File: src/rtl/slot_io_responder_if.sv
//------------------------------------------------------------------------------
// slot_io_responder_if
// Dock-to-slot I/O bus bundle (select, direction, address, data, wait).
// Rev 1.0
//------------------------------------------------------------------------------
`default_nettype none

interface slot_io_responder_if #(
    parameter int REG_AW = 4,
    parameter int DATA_W = 8
);
    logic              cs_n;
    logic              r_w_;
    logic [REG_AW-1:0] addr;
    logic [DATA_W-1:0] data_in;
    logic [DATA_W-1:0] data_out;
    logic              data_oe;
    logic              dev_ready_n;

    modport master (
        output cs_n,
        output r_w_,
        output addr,
        output data_in,
        input  data_out,
        input  data_oe,
        input  dev_ready_n
    );

    modport slave (
        input  cs_n,
        input  r_w_,
        input  addr,
        input  data_in,
        output data_out,
        output data_oe,
        output dev_ready_n
    );
endinterface

`default_nettype wire

File: src/rtl/slot_io_responder.sv
//------------------------------------------------------------------------------
// slot_io_responder
// Turns dock I/O cycles into single req/ack local register transactions,
// stretching the bus cycle with dev_ready_n until ack, minimum wait or timeout.
// Rev 1.0
//------------------------------------------------------------------------------
`default_nettype none

module slot_io_responder #(
    parameter int REG_AW   = 4,
    parameter int DATA_W   = 8,
    parameter int MIN_WAIT = 0,
    parameter int TIMEOUT  = 255
) (
    input  wire logic              clk,
    input  wire logic              rst_n,
    slot_io_responder_if.slave     bus,
    output logic                   loc_req,
    output logic                   loc_we,
    output logic [REG_AW-1:0]      loc_addr,
    output logic [DATA_W-1:0]      loc_wdata,
    input  wire logic [DATA_W-1:0] loc_rdata,
    input  wire logic              loc_ack,
    output logic                   timeout_err
);

    localparam int CNT_W = $clog2(TIMEOUT + 1);
    localparam logic [CNT_W-1:0] c_TIMEOUT  = CNT_W'(TIMEOUT);
    localparam logic [CNT_W-1:0] c_MIN_WAIT = CNT_W'(MIN_WAIT);

    typedef enum logic [1:0] {
        S_IDLE   = 2'd0,
        S_ACCESS = 2'd1,
        S_HOLD   = 2'd2
    } state_t;

    state_t            r_state;
    logic [CNT_W-1:0]  r_cnt;
    logic              r_acked;
    logic              r_loc_req;
    logic              r_loc_we;
    logic [REG_AW-1:0] r_loc_addr;
    logic [DATA_W-1:0] r_loc_wdata;
    logic [DATA_W-1:0] r_data_out;
    logic              r_timeout_err;

    logic              w_min_met;
    logic              w_done;
    logic              w_is_read;

    // A zero minimum wait makes the count comparison vacuous; skip it entirely.
    generate
        if (MIN_WAIT == 0) begin : g_no_min_wait
            assign w_min_met = 1'b1;
        end else begin : g_min_wait
            assign w_min_met = (r_cnt >= c_MIN_WAIT);
        end
    endgenerate

    assign w_done    = (r_acked | loc_ack) & w_min_met;
    assign w_is_read = ~r_loc_we;

    always_ff @(posedge clk or negedge rst_n) begin
        if (!rst_n) begin
            r_state       <= S_IDLE;
            r_cnt         <= '0;
            r_acked       <= 1'b0;
            r_loc_req     <= 1'b0;
            r_loc_we      <= 1'b0;
            r_loc_addr    <= '0;
            r_loc_wdata   <= '0;
            r_data_out    <= '0;
            r_timeout_err <= 1'b0;
        end else begin
            r_timeout_err <= 1'b0;
            case (r_state)
                S_IDLE: begin
                    if (!bus.cs_n) begin
                        r_state     <= S_ACCESS;
                        r_loc_addr  <= bus.addr;
                        r_loc_we    <= ~bus.r_w_;
                        r_loc_wdata <= bus.data_in;
                        r_loc_req   <= 1'b1;
                        r_cnt       <= '0;
                        r_acked     <= 1'b0;
                    end
                end
                S_ACCESS: begin
                    if (bus.cs_n) begin
                        r_loc_req <= 1'b0;
                        r_state   <= S_IDLE;
                    end else if (w_done) begin
                        r_state   <= S_HOLD;
                        r_loc_req <= 1'b0;
                        if (loc_ack && w_is_read) begin
                            r_data_out <= loc_rdata;
                        end
                    end else if (loc_ack) begin
                        // Early ack: capture now, keep stretching until the minimum wait is met.
                        r_acked   <= 1'b1;
                        r_loc_req <= 1'b0;
                        if (w_is_read) begin
                            r_data_out <= loc_rdata;
                        end
                        r_cnt <= r_cnt + 1'b1;
                    end else if ((r_cnt == c_TIMEOUT) && !r_acked) begin
                        r_state       <= S_HOLD;
                        r_loc_req     <= 1'b0;
                        r_timeout_err <= 1'b1;
                        if (w_is_read) begin
                            r_data_out <= '1;
                        end
                    end else begin
                        r_cnt <= r_cnt + 1'b1;
                    end
                end
                S_HOLD: begin
                    if (bus.cs_n) begin
                        r_state <= S_IDLE;
                    end
                end
                default: begin
                    r_state <= S_IDLE;
                end
            endcase
        end
    end

    // Wait asserts combinationally on select so the dock never sees a false ready.
    assign bus.dev_ready_n = ~(rst_n & (((r_state == S_IDLE) & ~bus.cs_n) | (r_state == S_ACCESS)));
    assign bus.data_oe     = rst_n & (r_state == S_HOLD) & w_is_read & ~bus.cs_n;
    assign bus.data_out    = r_data_out;

    assign loc_req     = r_loc_req;
    assign loc_we      = r_loc_we;
    assign loc_addr    = r_loc_addr;
    assign loc_wdata   = r_loc_wdata;
    assign timeout_err = r_timeout_err;

endmodule

`default_nettype wire

File: src/flat_wrapper.sv
// flat-port wrapper written by rule: the top's interface ports become plain ports
module slot_io_responder_flat 
#(
    parameter int REG_AW   = 4,
    parameter int DATA_W   = 8,
    parameter int MIN_WAIT = 0,
    parameter int TIMEOUT  = 255
)
  (clk, rst_n, loc_req, loc_we, loc_addr, loc_wdata, loc_rdata, loc_ack, timeout_err, bus_cs_n, bus_r_w_, bus_addr, bus_data_in, bus_data_out, bus_data_oe, bus_dev_ready_n);
  slot_io_responder_if #(.REG_AW(REG_AW), .DATA_W(DATA_W)) bus_i ();
  input  wire logic clk;
  input  wire logic rst_n;
  output logic loc_req;
  output logic loc_we;
  output logic [REG_AW-1:0] loc_addr;
  output logic [DATA_W-1:0] loc_wdata;
  input  wire logic [DATA_W-1:0] loc_rdata;
  input  wire logic loc_ack;
  output logic timeout_err;
  input wire logic [$bits(bus_i.cs_n)-1:0] bus_cs_n;
  input wire logic [$bits(bus_i.r_w_)-1:0] bus_r_w_;
  input wire logic [$bits(bus_i.addr)-1:0] bus_addr;
  input wire logic [$bits(bus_i.data_in)-1:0] bus_data_in;
  output wire logic [$bits(bus_i.data_out)-1:0] bus_data_out;
  output wire logic [$bits(bus_i.data_oe)-1:0] bus_data_oe;
  output wire logic [$bits(bus_i.dev_ready_n)-1:0] bus_dev_ready_n;
  assign bus_i.cs_n = bus_cs_n;
  assign bus_i.r_w_ = bus_r_w_;
  assign bus_i.addr = bus_addr;
  assign bus_i.data_in = bus_data_in;
  assign bus_data_out = bus_i.data_out;
  assign bus_data_oe = bus_i.data_oe;
  assign bus_dev_ready_n = bus_i.dev_ready_n;
  slot_io_responder #(.REG_AW(REG_AW), .DATA_W(DATA_W), .MIN_WAIT(MIN_WAIT), .TIMEOUT(TIMEOUT)) u_core (.clk(clk), .rst_n(rst_n), .bus(bus_i), .loc_req(loc_req), .loc_we(loc_we), .loc_addr(loc_addr), .loc_wdata(loc_wdata), .loc_rdata(loc_rdata), .loc_ack(loc_ack), .timeout_err(timeout_err));
endmodule
File: config.mk
export PLATFORM = sky130hd
export DESIGN_NAME = slot_io_responder_flat
export DESIGN_NICKNAME = d
export VERILOG_FILES = /design/src/rtl/slot_io_responder_if.sv /design/src/rtl/slot_io_responder.sv /design/src/flat_wrapper.sv
export SDC_FILE = /design/constraint.sdc
export NUM_CORES = 1
export LEC_CHECK = 0
export CORE_MARGIN = 4
export CORE_UTILIZATION = 47
export CTS_BUF_LIST = sky130_fd_sc_hd__clkbuf_8
export DETAILED_ROUTE_END_ITERATION = 8
export PLACE_DENSITY_LB_ADDON = 0.12
export SLEW_MARGIN = 20
export SYNTH_ARGS = -nofsm -noshare
export SYNTH_HDL_FRONTEND = slang
export SYNTH_SLANG_ARGS = --single-unit
File: constraint.sdc
create_clock -name clk -period 2 [get_ports clk]
set_input_delay 0.6 -clock clk [delete_from_list [all_inputs] [get_ports clk]]
set_output_delay 0.6 -clock clk [all_outputs]
set_load 0.01 [all_outputs]
-- Yosys cells after proc, flatten, opt, wreduce, memory -nomap -nowiden
Cells that the tools add are included.
- bits in writable memories: 0
- register bits after elaboration: 34
- bits in latches: 0
- memories kept: 0
- ROM bits: 0
- equality and inequality tests: 14
- multiply operators: 0
- shift operators: 0
- bitwise logic cells: 11
- divide/modulo/power cells: 0
- reduce and logical (&&, ||, !) cells: 12
- order comparisons: 0
- add/sub/neg operators: 1
- muxes and demuxes: 35
- operators with widths (kind ; count):
    2-to-1 mux 8 bit ; 11
    one-hot mux 8 bit (2 select lines) ; 1
    AND reduction 5 bit ; 3
    2-to-1 mux 1 bit ; 14
    inequality test 2 bit (second input constant) ; 7
    2-to-1 mux 2 bit ; 6
    adder 8 x 1 -> 8 bit (second input constant) ; 1
    == test 8 bit (second input constant) ; 1
    one-hot mux 2 bit (3 select lines) ; 1
    bitwise AND 1 bit ; 5
    inequality test 5 x 3 -> 1 bit (second input constant) ; 1
    inequality test 4 x 2 -> 1 bit (second input constant) ; 1
    inequality test 4 x 3 -> 1 bit (second input constant) ; 1
    NOT 1 bit ; 4
    one-hot mux 1 bit (2 select lines) ; 2
    AND reduction 4 bit ; 1
    inequality test 3 bit (second input constant) ; 1
    AND reduction 3 bit ; 1
    nonzero test 3 bit ; 1
    == test 2 x 1 -> 1 bit (second input constant) ; 1
    == test 2 bit (second input constant) ; 1
    logical AND 1 bit ; 2
    zero test 2 bit ; 1
    OR 1 bit ; 2
    3 further kinds ; 3

-- Logic depth before layout (Yosys ltp)
Gate-level depths: netlist of run 1.
- depth in word-level cells: 7
- depth in mapped cells: 6
- gate-level depth less buffers: 5

-- Worst setup path after synthesis of run 1
No wires, ideal clock.
- kind: input -> output
- start: input port bus_cs_n
- end: output port bus_data_oe
- required time: 1400 ps
- path buffers: 1
- data arrival time: 1209 ps
- path slack: 191 ps
- stages on the path: 2
- cell sequence: buf_2 -> nor4_1
- cells in the longest elaborated chain, start to end: 2
- RTL lines (what ; line ; RTL):
    start: declaration ; flat_wrapper.sv:20 ; input wire logic [$bits(bus_i.cs_n)-1:0] bus_cs_n;
    NOT 1 bit (no source line) ; - ;
    bitwise AND 1 bit ; slot_io_responder.sv:131 ; assign bus.data_oe = rst_n & (r_state == S_HOLD) & w_is_read & ~bus.cs_n;
    end: declaration ; flat_wrapper.sv:25 ; output wire logic [$bits(bus_i.data_oe)-1:0] bus_data_oe;
Every way passes these cells.

-- Worst setup path in the final report of run 1
- start: input port bus_cs_n
- end: output port bus_dev_ready_n
- cells in the longest elaborated chain, start to end: 5
- RTL lines (what ; line ; RTL):
    NOT 1 bit (no source line) ; - ;
    bitwise AND 1 bit ; slot_io_responder.sv:130 ; assign bus.dev_ready_n = ~(rst_n & (((r_state == S_IDLE) & ~bus.cs_n) | (r_state == S_ACCESS)));
    OR 1 bit ; slot_io_responder.sv:130 ;
    bitwise AND 1 bit ; slot_io_responder.sv:130 ;
    NOT 1 bit ; slot_io_responder.sv:130 ;
    end: declaration ; flat_wrapper.sv:26 ; output wire logic [$bits(bus_i.dev_ready_n)-1:0] bus_dev_ready_n;
Every way passes these cells.

==> run_summary.xml, run 1 <==
<?xml version="1.0" encoding="UTF-8"?>
<metrics>
  <group name="status">
    <metric name="status" unit="">complete, no violations</metric>
  </group>
  <group name="placed_design">
    <metric name="gp_routability_congestion" unit="">0.8460</metric>
    <metric name="post-dp-hpwl" unit="mm">2.661</metric>
    <metric name="portBuffers" unit="">49</metric>
    <metric name="post-place-cells" unit="">247</metric>
  </group>
  <group name="logic_synthesis">
    <metric name="yosys.cell_count.top_type" unit="">sky130_fd_sc_hd__nand2_1</metric>
    <metric name="ys_top_cells_by_area" unit="">sky130_fd_sc_hd__dfrtp_1, sky130_fd_sc_hd__nand2_1, sky130_fd_sc_hd__o22a_1</metric>
    <metric name="mappedNetlistArea" unit="sq um">1491</metric>
    <metric name="yosys_reg_bits" unit="">34</metric>
    <metric name="postSynthCellCount" unit="">146</metric>
    <metric name="number_of_enable_type_register_cells_in_the_synthesized_netlist" unit="">0</metric>
    <metric name="synth-adder-area-share" unit="%">0.8389</metric>
    <metric name="ys_seq_area_share" unit="%">57.05</metric>
    <metric name="post-synth-top-area-cell" unit="">sky130_fd_sc_hd__dfrtp_1</metric>
    <metric name="synth.yosys.warnings" unit="">0</metric>
    <metric name="synthMuxAreaShare" unit="%">1.426</metric>
    <metric name="post-synth-top-area-fraction" unit="%">57.05</metric>
    <metric name="dominant_combinational_cell_family_by_area_after_synthesis" unit="">simple AND/OR/NAND/NOR gates</metric>
    <metric name="synth-async-reset-ratio" unit="%">100.0</metric>
    <metric name="post_synth.cell_area_avg" unit="sq um">10.22</metric>
    <metric name="synth_compound_area_share" unit="%">13.00</metric>
    <metric name="ys.flop_type" unit="">sky130_fd_sc_hd__dfrtp_1</metric>
    <metric name="synthXorXnorAreaFrac" unit="%">0</metric>
    <metric name="share_of_synthesized_cell_area_in_and_or_nand_and_nor_gates" unit="%">25.00</metric>
    <metric name="synth.lib_cells_used.distinct" unit="">37</metric>
    <metric name="synthTopCellsByCount" unit="">sky130_fd_sc_hd__nand2_1, sky130_fd_sc_hd__dfrtp_1, sky130_fd_sc_hd__a21oi_1, sky130_fd_sc_hd__o22a_1</metric>
    <metric name="net_count_after_synthesis" unit="">172</metric>
  </group>
  <group name="timing">
    <metric name="finClkSkew" unit="ns">0.002381</metric>
    <metric name="max_slew_margin" unit="%">71.72</metric>
    <metric name="fin_crit_sh" unit="%">94.68</metric>
    <metric name="worst_slew_pin_slew" unit="ns">0.4241</metric>
    <metric name="achievable-frequency" unit="GHz">0.5281</metric>
    <metric name="finalSetupViolations" unit="">0</metric>
    <metric name="maxSlewViolCount" unit="">0</metric>
    <metric name="min_period" unit="ns">1.894</metric>
    <metric name="final_hold_viol_count" unit="">0</metric>
    <metric name="unrepaired_setup_endpoints_after_global_routing" unit="">no</metric>
  </group>
  <group name="critical_path">
    <metric name="end_kind" unit="">output pin</metric>
    <metric name="critPathRequiredTime" unit="ns">1.40</metric>
    <metric name="criticalPathCategory" unit="">in2out</metric>
    <metric name="critPathBufInv" unit="">2</metric>
    <metric name="worst_path_max_delay_cell" unit="">sky130_fd_sc_hd__a211o_1</metric>
    <metric name="crit_path_cell_trace" unit="">dlygate4sd2_1 -&gt; a211o_1 -&gt; buf_2</metric>
    <metric name="worst-path-max-fanout" unit="">3</metric>
    <metric name="worstPathArrival" unit="ns">1.29</metric>
    <metric name="critical_path.startpoint_type" unit="">input pin</metric>
    <metric name="slowest_delay" unit="ns">0.29</metric>
    <metric name="critical-path-top-delay-family" unit="">buffers and inverters</metric>
  </group>
  <group name="clock_tree">
    <metric name="cts_htree_levels" unit="">2</metric>
    <metric name="ctsHoldBuffers" unit="">0</metric>
    <metric name="cts_tree" unit="">done</metric>
    <metric name="clkLatencyLatePin" unit="ns">0.28</metric>
    <metric name="clk_pin_slew" unit="ns">0.06</metric>
    <metric name="clock-root-buffer" unit="">sky130_fd_sc_hd__clkbuf_8</metric>
    <metric name="cts.path.max_buffers" unit="">2</metric>
    <metric name="numClockSinks" unit="">34</metric>
    <metric name="cts_inserted_buffers" unit="">5</metric>
  </group>
  <group name="pwr">
    <metric name="power.internal" unit="mW">1.414</metric>
    <metric name="switching_power" unit="mW">0.5365</metric>
    <metric name="clock_network_fraction_of_design_power" unit="%">25.7</metric>
    <metric name="static-leakage-power" unit="nW">0.9998</metric>
    <metric name="power_density" unit="nW/um^2">884.4</metric>
    <metric name="design_power_total" unit="mW">1.951</metric>
    <metric name="ir_worst_vdd" unit="mV">0.5949</metric>
    <metric name="share_seq_of_total_power" unit="%">45.5</metric>
    <metric name="swShare" unit="%">27.50</metric>
    <metric name="combinational_power_share" unit="%">28.8</metric>
  </group>
  <group name="drt">
    <metric name="avgViaCountPerCell" unit="">5.224</metric>
    <metric name="detail-route-antenna-nets" unit="">0</metric>
    <metric name="drc" unit="">0</metric>
    <metric name="detail_route.wirelength" unit="mm">3.617</metric>
    <metric name="first_iter_violations" unit="">89</metric>
    <metric name="route.detailed.wl_per_inst" unit="um">14.18</metric>
    <metric name="drt_pass1_iterations" unit="">4</metric>
    <metric name="num_vias" unit="">1332</metric>
  </group>
  <group name="grt">
    <metric name="first_global_vias" unit="">1390</metric>
    <metric name="grt_overflow" unit="">0</metric>
    <metric name="grt_pass1_wl" unit="mm">6.389</metric>
    <metric name="initial_antenna_violation_count" unit="">0</metric>
    <metric name="grt_util_all_layers" unit="%">19.87</metric>
    <metric name="grt_start_max_net_pins" unit="">35</metric>
  </group>
  <group name="floorplan">
    <metric name="ios" unit="">50</metric>
    <metric name="fp.coreArea" unit="sq um">3053</metric>
    <metric name="floorplan_row_count" unit="">20</metric>
    <metric name="initial_utilization" unit="%">48.85</metric>
    <metric name="floorplan.die_area" unit="sq um">4138</metric>
    <metric name="vert_die_dim" unit="um">64.33</metric>
    <metric name="dieWidth" unit="um">64.33</metric>
  </group>
  <group name="worst_hold_path">
    <metric name="worstHoldPathType" unit="">reg2reg</metric>
  </group>
  <group name="cells_and_area">
    <metric name="synthToLayoutAreaGrowth" unit="%">47.90</metric>
    <metric name="diodes" unit="">0</metric>
    <metric name="share_of_layout_cells_above_drive_strength_1" unit="%">15.17</metric>
    <metric name="post_layout_nonfiller_instances" unit="">255</metric>
    <metric name="final_nets" unit="">236</metric>
    <metric name="num-fill-cells" unit="">230</metric>
  </group>
  <group name="run">
    <metric name="cap_violations" unit="">0</metric>
  </group>
</metrics>
routing by layer:
layer / wire length (um) / global-route usage, %
met3: 239 / 7.030
met1: 1487 / 24.32
met4: 66 / 7.388
met2: 1823 / 32.22
met5: 0 / 0
cell families after synthesis:
logic type	after synthesis
buf+inv	8
compound gates	28
fa+ha+maj	1
flops	34
simple gates	73
mux	2
tightest hold or removal path: cells and delay by family (launching register included):
| family | cells | cell delay, ns |
|---|---|---|
| AND/OR/NAND/NOR | 2 | 0.10 |
| flip-flops | 1 | 0.34 |
placed cells by master (no fill, tap or decap), types with 3 or more instances in the layout:
master                            count
sky130_fd_sc_hd__clkbuf_8             6
sky130_fd_sc_hd__clkdlybuf4s50_1     45
sky130_fd_sc_hd__o21ai_0              4
sky130_fd_sc_hd__a21oi_1              8
sky130_fd_sc_hd__o22a_1               8
sky130_fd_sc_hd__o31ai_1              3
sky130_fd_sc_hd__inv_1                3
sky130_fd_sc_hd__buf_4               12
sky130_fd_sc_hd__nand3_1              5
sky130_fd_sc_hd__dfrtp_1             34
sky130_fd_sc_hd__or3_1                3
sky130_fd_sc_hd__nand2_1             42
sky130_fd_sc_hd__nor2_1               4
timing repair:
item,in CTS,in global routing
resized for setup,11,2
buffers inserted,0,0
hold endpoints to repair,0,0
setup endpoints to repair,3,1
pin swaps,1,0
state kept, by name, indices dropped and copies added, names as in the netlist:
signal / cells
u_core.r_cnt: 8
u_core.loc_addr: 4
u_core.r_acked: 1
u_core.loc_req: 1
u_core.loc_wdata: 8
u_core.r_state: 2
u_core.bus.data_out: 8
u_core.loc_we: 1
u_core.timeout_err: 1
worst paths after layout:
check,from,end,slack (ns),cells past startpoint
setup / recovery,bus_cs_n,bus_dev_ready_n,0.11,3
hold / removal,u_core.loc_wdata[3],u_core.loc_wdata[3],0.48,2
setup reg to reg,u_core.r_cnt[0],u_core.r_cnt[0],0.23,5
hold reg to reg,u_core.loc_wdata[3],u_core.loc_wdata[3],0.48,2
max in group asynchronous,rst_n,u_core.loc_addr[0],1.20,2
min in group asynchronous,rst_n,u_core.loc_req,0.49,2
layout make-up:
type	count	area, sq um	share of cell area [%]
clock buffer	6	82.58	3.744
clock inverter	2	8.758	0.3970
inverter	3	11.26	0.5105
multi-input combinational	104	609.3	27.62
sequential	34	850.8	38.57
tap	44	55.05	2.496
timing repair buffer	62	588.1	26.66
power groups by stage:
stage	clock, mW	combinational (mW)	sequential [mW]
final	0.500	0.562	0.889
after global routing	0.560	0.609	0.908
after CTS	0.523	0.569	0.886
after detailed placement	0	0.571	0.899
after global placement	0	0.552	0.891
after floorplan	0	0.150	0.946
through the flow:
step | setup TNS, ns | hold slack (ns) | utilization, % | cell area (sq um) | setup WS (ns)
floorplan | 0 | 0.3044 | - | 1491 | 0.1908
global placement | -3.783 | 0.4589 | 69.39 | 2118 | -0.5689
detailed placement | -5.306 | 0.4615 | 69.39 | 2118 | -0.5681
CTS | 0 | 0.4781 | 71.97 | 2197 | 0.1037
global route | 0 | 0.5097 | 72.25 | 2206 | 0.04022
finish | 0 | 0.4750 | 72.25 | 2206 | 0.1064
(Power assumes the default switching activity.)
==> inputs of run 2 (changes only) <==
Settings changed: ABC_CLOCK_PERIOD_IN_PS set to 2000.
==> results of run 2 <==
Final layout, timing and power as in run 1 (identical DEF).
==> inputs of run 3 (changes only) <==
Settings changed: GPL_TIMING_DRIVEN set to 0.
==> run 3 against run 2 <==
- critical path depth is 2 higher
- total power is 0.19% higher
- via count stayed put
- clock skew is 0.0041 ns higher
- register-to-register slack worse by 0.05 ns
- cell count is 2.4% lower
- count of clock-buffer cells in the layout stayed put
- die area stayed put
- largest power group unchanged
- core utilization is 0.86 points lower
- sequential cell count stayed put
==> run_summary.xml, run 3 (synthesized netlist as in run 1, its figures left out) <==
<?xml version="1.0" encoding="UTF-8"?>
<metrics>
  <group name="grt">
    <metric name="first_global_vias" unit="">1329</metric>
    <metric name="grt_overflow" unit="">0</metric>
    <metric name="initial_antenna_violation_count" unit="">0</metric>
    <metric name="grt_start_max_net_pins" unit="">18</metric>
    <metric name="grt_pass1_wl" unit="mm">6.486</metric>
    <metric name="grt_util_all_layers" unit="%">20.80</metric>
  </group>
  <group name="floorplan">
    <metric name="floorplan.die_area" unit="sq um">4138</metric>
    <metric name="vert_die_dim" unit="um">64.33</metric>
    <metric name="fp.coreArea" unit="sq um">3053</metric>
    <metric name="initial_utilization" unit="%">48.85</metric>
    <metric name="dieWidth" unit="um">64.33</metric>
    <metric name="floorplan_row_count" unit="">20</metric>
    <metric name="ios" unit="">50</metric>
  </group>
  <group name="drt">
    <metric name="first_iter_violations" unit="">83</metric>
    <metric name="avgViaCountPerCell" unit="">5.349</metric>
    <metric name="detail_route.wirelength" unit="mm">3.909</metric>
    <metric name="drt_pass1_iterations" unit="">4</metric>
    <metric name="route.detailed.wl_per_inst" unit="um">15.70</metric>
    <metric name="detail-route-antenna-nets" unit="">0</metric>
    <metric name="drc" unit="">0</metric>
    <metric name="num_vias" unit="">1332</metric>
  </group>
  <group name="placed_design">
    <metric name="post-dp-hpwl" unit="mm">2.756</metric>
    <metric name="gp_routability_congestion" unit="">0.8347</metric>
    <metric name="post-place-cells" unit="">239</metric>
    <metric name="portBuffers" unit="">48</metric>
  </group>
  <group name="cells_and_area">
    <metric name="diodes" unit="">0</metric>
    <metric name="post_layout_nonfiller_instances" unit="">249</metric>
    <metric name="num-fill-cells" unit="">256</metric>
    <metric name="synthToLayoutAreaGrowth" unit="%">46.14</metric>
    <metric name="layout.cells.most_common" unit="">sky130_fd_sc_hd__clkdlybuf4s50_1</metric>
    <metric name="share_of_layout_cells_above_drive_strength_1" unit="%">12.20</metric>
    <metric name="final_nets" unit="">230</metric>
    <metric name="mostFrequentLayoutCells" unit="">sky130_fd_sc_hd__clkdlybuf4s50_1, sky130_fd_sc_hd__nand2_1, sky130_fd_sc_hd__dfrtp_1, sky130_fd_sc_hd__a21oi_1, sky130_fd_sc_hd__o22a_1</metric>
  </group>
  <group name="run">
    <metric name="cap_violations" unit="">0</metric>
  </group>
  <group name="timing">
    <metric name="max_slew_margin" unit="%">67.79</metric>
    <metric name="unrepaired_setup_endpoints_after_global_routing" unit="">no</metric>
    <metric name="min_period" unit="ns">1.916</metric>
    <metric name="final_hold_viol_count" unit="">0</metric>
    <metric name="finalSetupViolations" unit="">0</metric>
    <metric name="fin_crit_sh" unit="%">95.80</metric>
    <metric name="achievable-frequency" unit="GHz">0.5219</metric>
    <metric name="setup-tns-final" unit="ns">0</metric>
    <metric name="worst_slew_pin_slew" unit="ns">0.4805</metric>
    <metric name="maxSlewViolCount" unit="">0</metric>
    <metric name="finClkSkew" unit="ns">0.006514</metric>
  </group>
  <group name="critical_path">
    <metric name="critical_path.startpoint_type" unit="">input pin</metric>
    <metric name="end_kind" unit="">output pin</metric>
    <metric name="r2r-start" unit="">u_core.r_state[1]</metric>
    <metric name="reg2reg_depth" unit="">6</metric>
    <metric name="r2r_slack" unit="ns">0.18</metric>
    <metric name="critPathRequiredTime" unit="ns">1.40</metric>
    <metric name="critPathLaunch" unit="">rst_n</metric>
    <metric name="worstPathArrival" unit="ns">1.32</metric>
    <metric name="worst_setup_path_endpoint" unit="">bus_data_oe</metric>
    <metric name="criticalPathCategory" unit="">in2out</metric>
    <metric name="worst-path-max-fanout" unit="">2</metric>
    <metric name="reg2reg_to" unit="">u_core.loc_wdata[5]</metric>
  </group>
  <group name="clock_tree">
    <metric name="cts_inserted_buffers" unit="">5</metric>
    <metric name="cts_htree_levels" unit="">2</metric>
    <metric name="numClockSinks" unit="">34</metric>
    <metric name="clkLatencyLatePin" unit="ns">0.29</metric>
    <metric name="cts.path.max_buffers" unit="">2</metric>
    <metric name="ctsHoldBuffers" unit="">0</metric>
    <metric name="clk_pin_slew" unit="ns">0.07</metric>
    <metric name="clock-root-buffer" unit="">sky130_fd_sc_hd__clkbuf_8</metric>
    <metric name="cts_tree" unit="">done</metric>
  </group>
  <group name="worst_hold_path">
    <metric name="worstHoldPathType" unit="">in2async</metric>
  </group>
  <group name="pwr">
    <metric name="power_density" unit="nW/um^2">896.8</metric>
    <metric name="static-leakage-power" unit="nW">0.9888</metric>
    <metric name="ir_worst_vdd" unit="mV">0.6042</metric>
  </group>
  <group name="status">
    <metric name="status" unit="">complete, no violations</metric>
  </group>
</metrics>
[run 3: critical path, stage by stage]
cell                     delay [ns]
sky130_fd_sc_hd__buf_2         0.13
sky130_fd_sc_hd__buf_12        0.10
sky130_fd_sc_hd__inv_1         0.05
sky130_fd_sc_hd__nor4_2        0.25
sky130_fd_sc_hd__buf_2         0.17
[run 3: where the power goes]
group / internal [mW] / total (mW) / switching (mW)
clock network: 0.272 / 0.515 / 0.243
logic: 0.318 / 0.550 / 0.232
registers: 0.812 / 0.889 / 0.0773
total: 1.40 / 1.95 / 0.552
[run 3: layer usage]
layer	routed length, um	share of wire (%)	vias to the layer above	GRT usage [%]
met5	0	0	-	0
met4	57	1.5	0	8.971
met3	266	6.8	4	6.678
met2	2024	52	49	34.92
met1	1560	40	650	24.29
li1	-	-	629	-
[run 3: stage by stage]
| step | util (%) | power, mW | setup WS [ns] | cell area (sq um) | hold WS (ns) |
|---|---|---|---|---|---|
| global placement | 66.39 | 1.414 | -1.761 | 2027 | 0.4580 |
| global route | 71.39 | 2.057 | 0.02852 | 2180 | 0.4157 |
| detailed placement | 66.89 | 1.448 | -0.4807 | 2042 | 0.4671 |
| CTS | 71.02 | 1.969 | 0.01665 | 2168 | 0.4053 |
| finish | 71.39 | 1.955 | 0.08395 | 2180 | 0.4120 |
| floorplan | - | 1.096 | 0.1908 | 1491 | 0.3044 |
[run 3: cell type report]
type	instances	area [sq um]	share of cell area, %
well taps	44	55.05	2.526
multi-input cells	104	614.3	28.19
flip-flops and latches	34	850.8	39.04
clock buffers	6	82.58	3.789
repair buffers	51	528.0	24.23
plain buffers	5	28.78	1.320
inverters	3	11.26	0.5166
clock inverters	2	8.758	0.4018
[run 3: worst min path at each step]
stage | from | end | slack (ns) | cells after the start
3_3_place_gp | u_core.loc_addr[3] | u_core.loc_addr[3] | 0.46 | 2
2_1_floorplan | rst_n | u_core.bus.data_out[0] | 0.30 | 0
5_1_grt | rst_n | u_core.loc_we | 0.42 | 2
6_report | rst_n | u_core.loc_we | 0.41 | 2
3_5_place_dp | u_core.loc_addr[3] | u_core.loc_addr[3] | 0.47 | 2
4_1_cts | rst_n | u_core.loc_we | 0.41 | 2
[run 3: timing repair]
action                     in CTS  in global routing
setup endpoints to repair       2                  6
buffers inserted                1                  0
gates resized for setup         7                  4
cloned                          1                  0
pin swaps                       0                  1
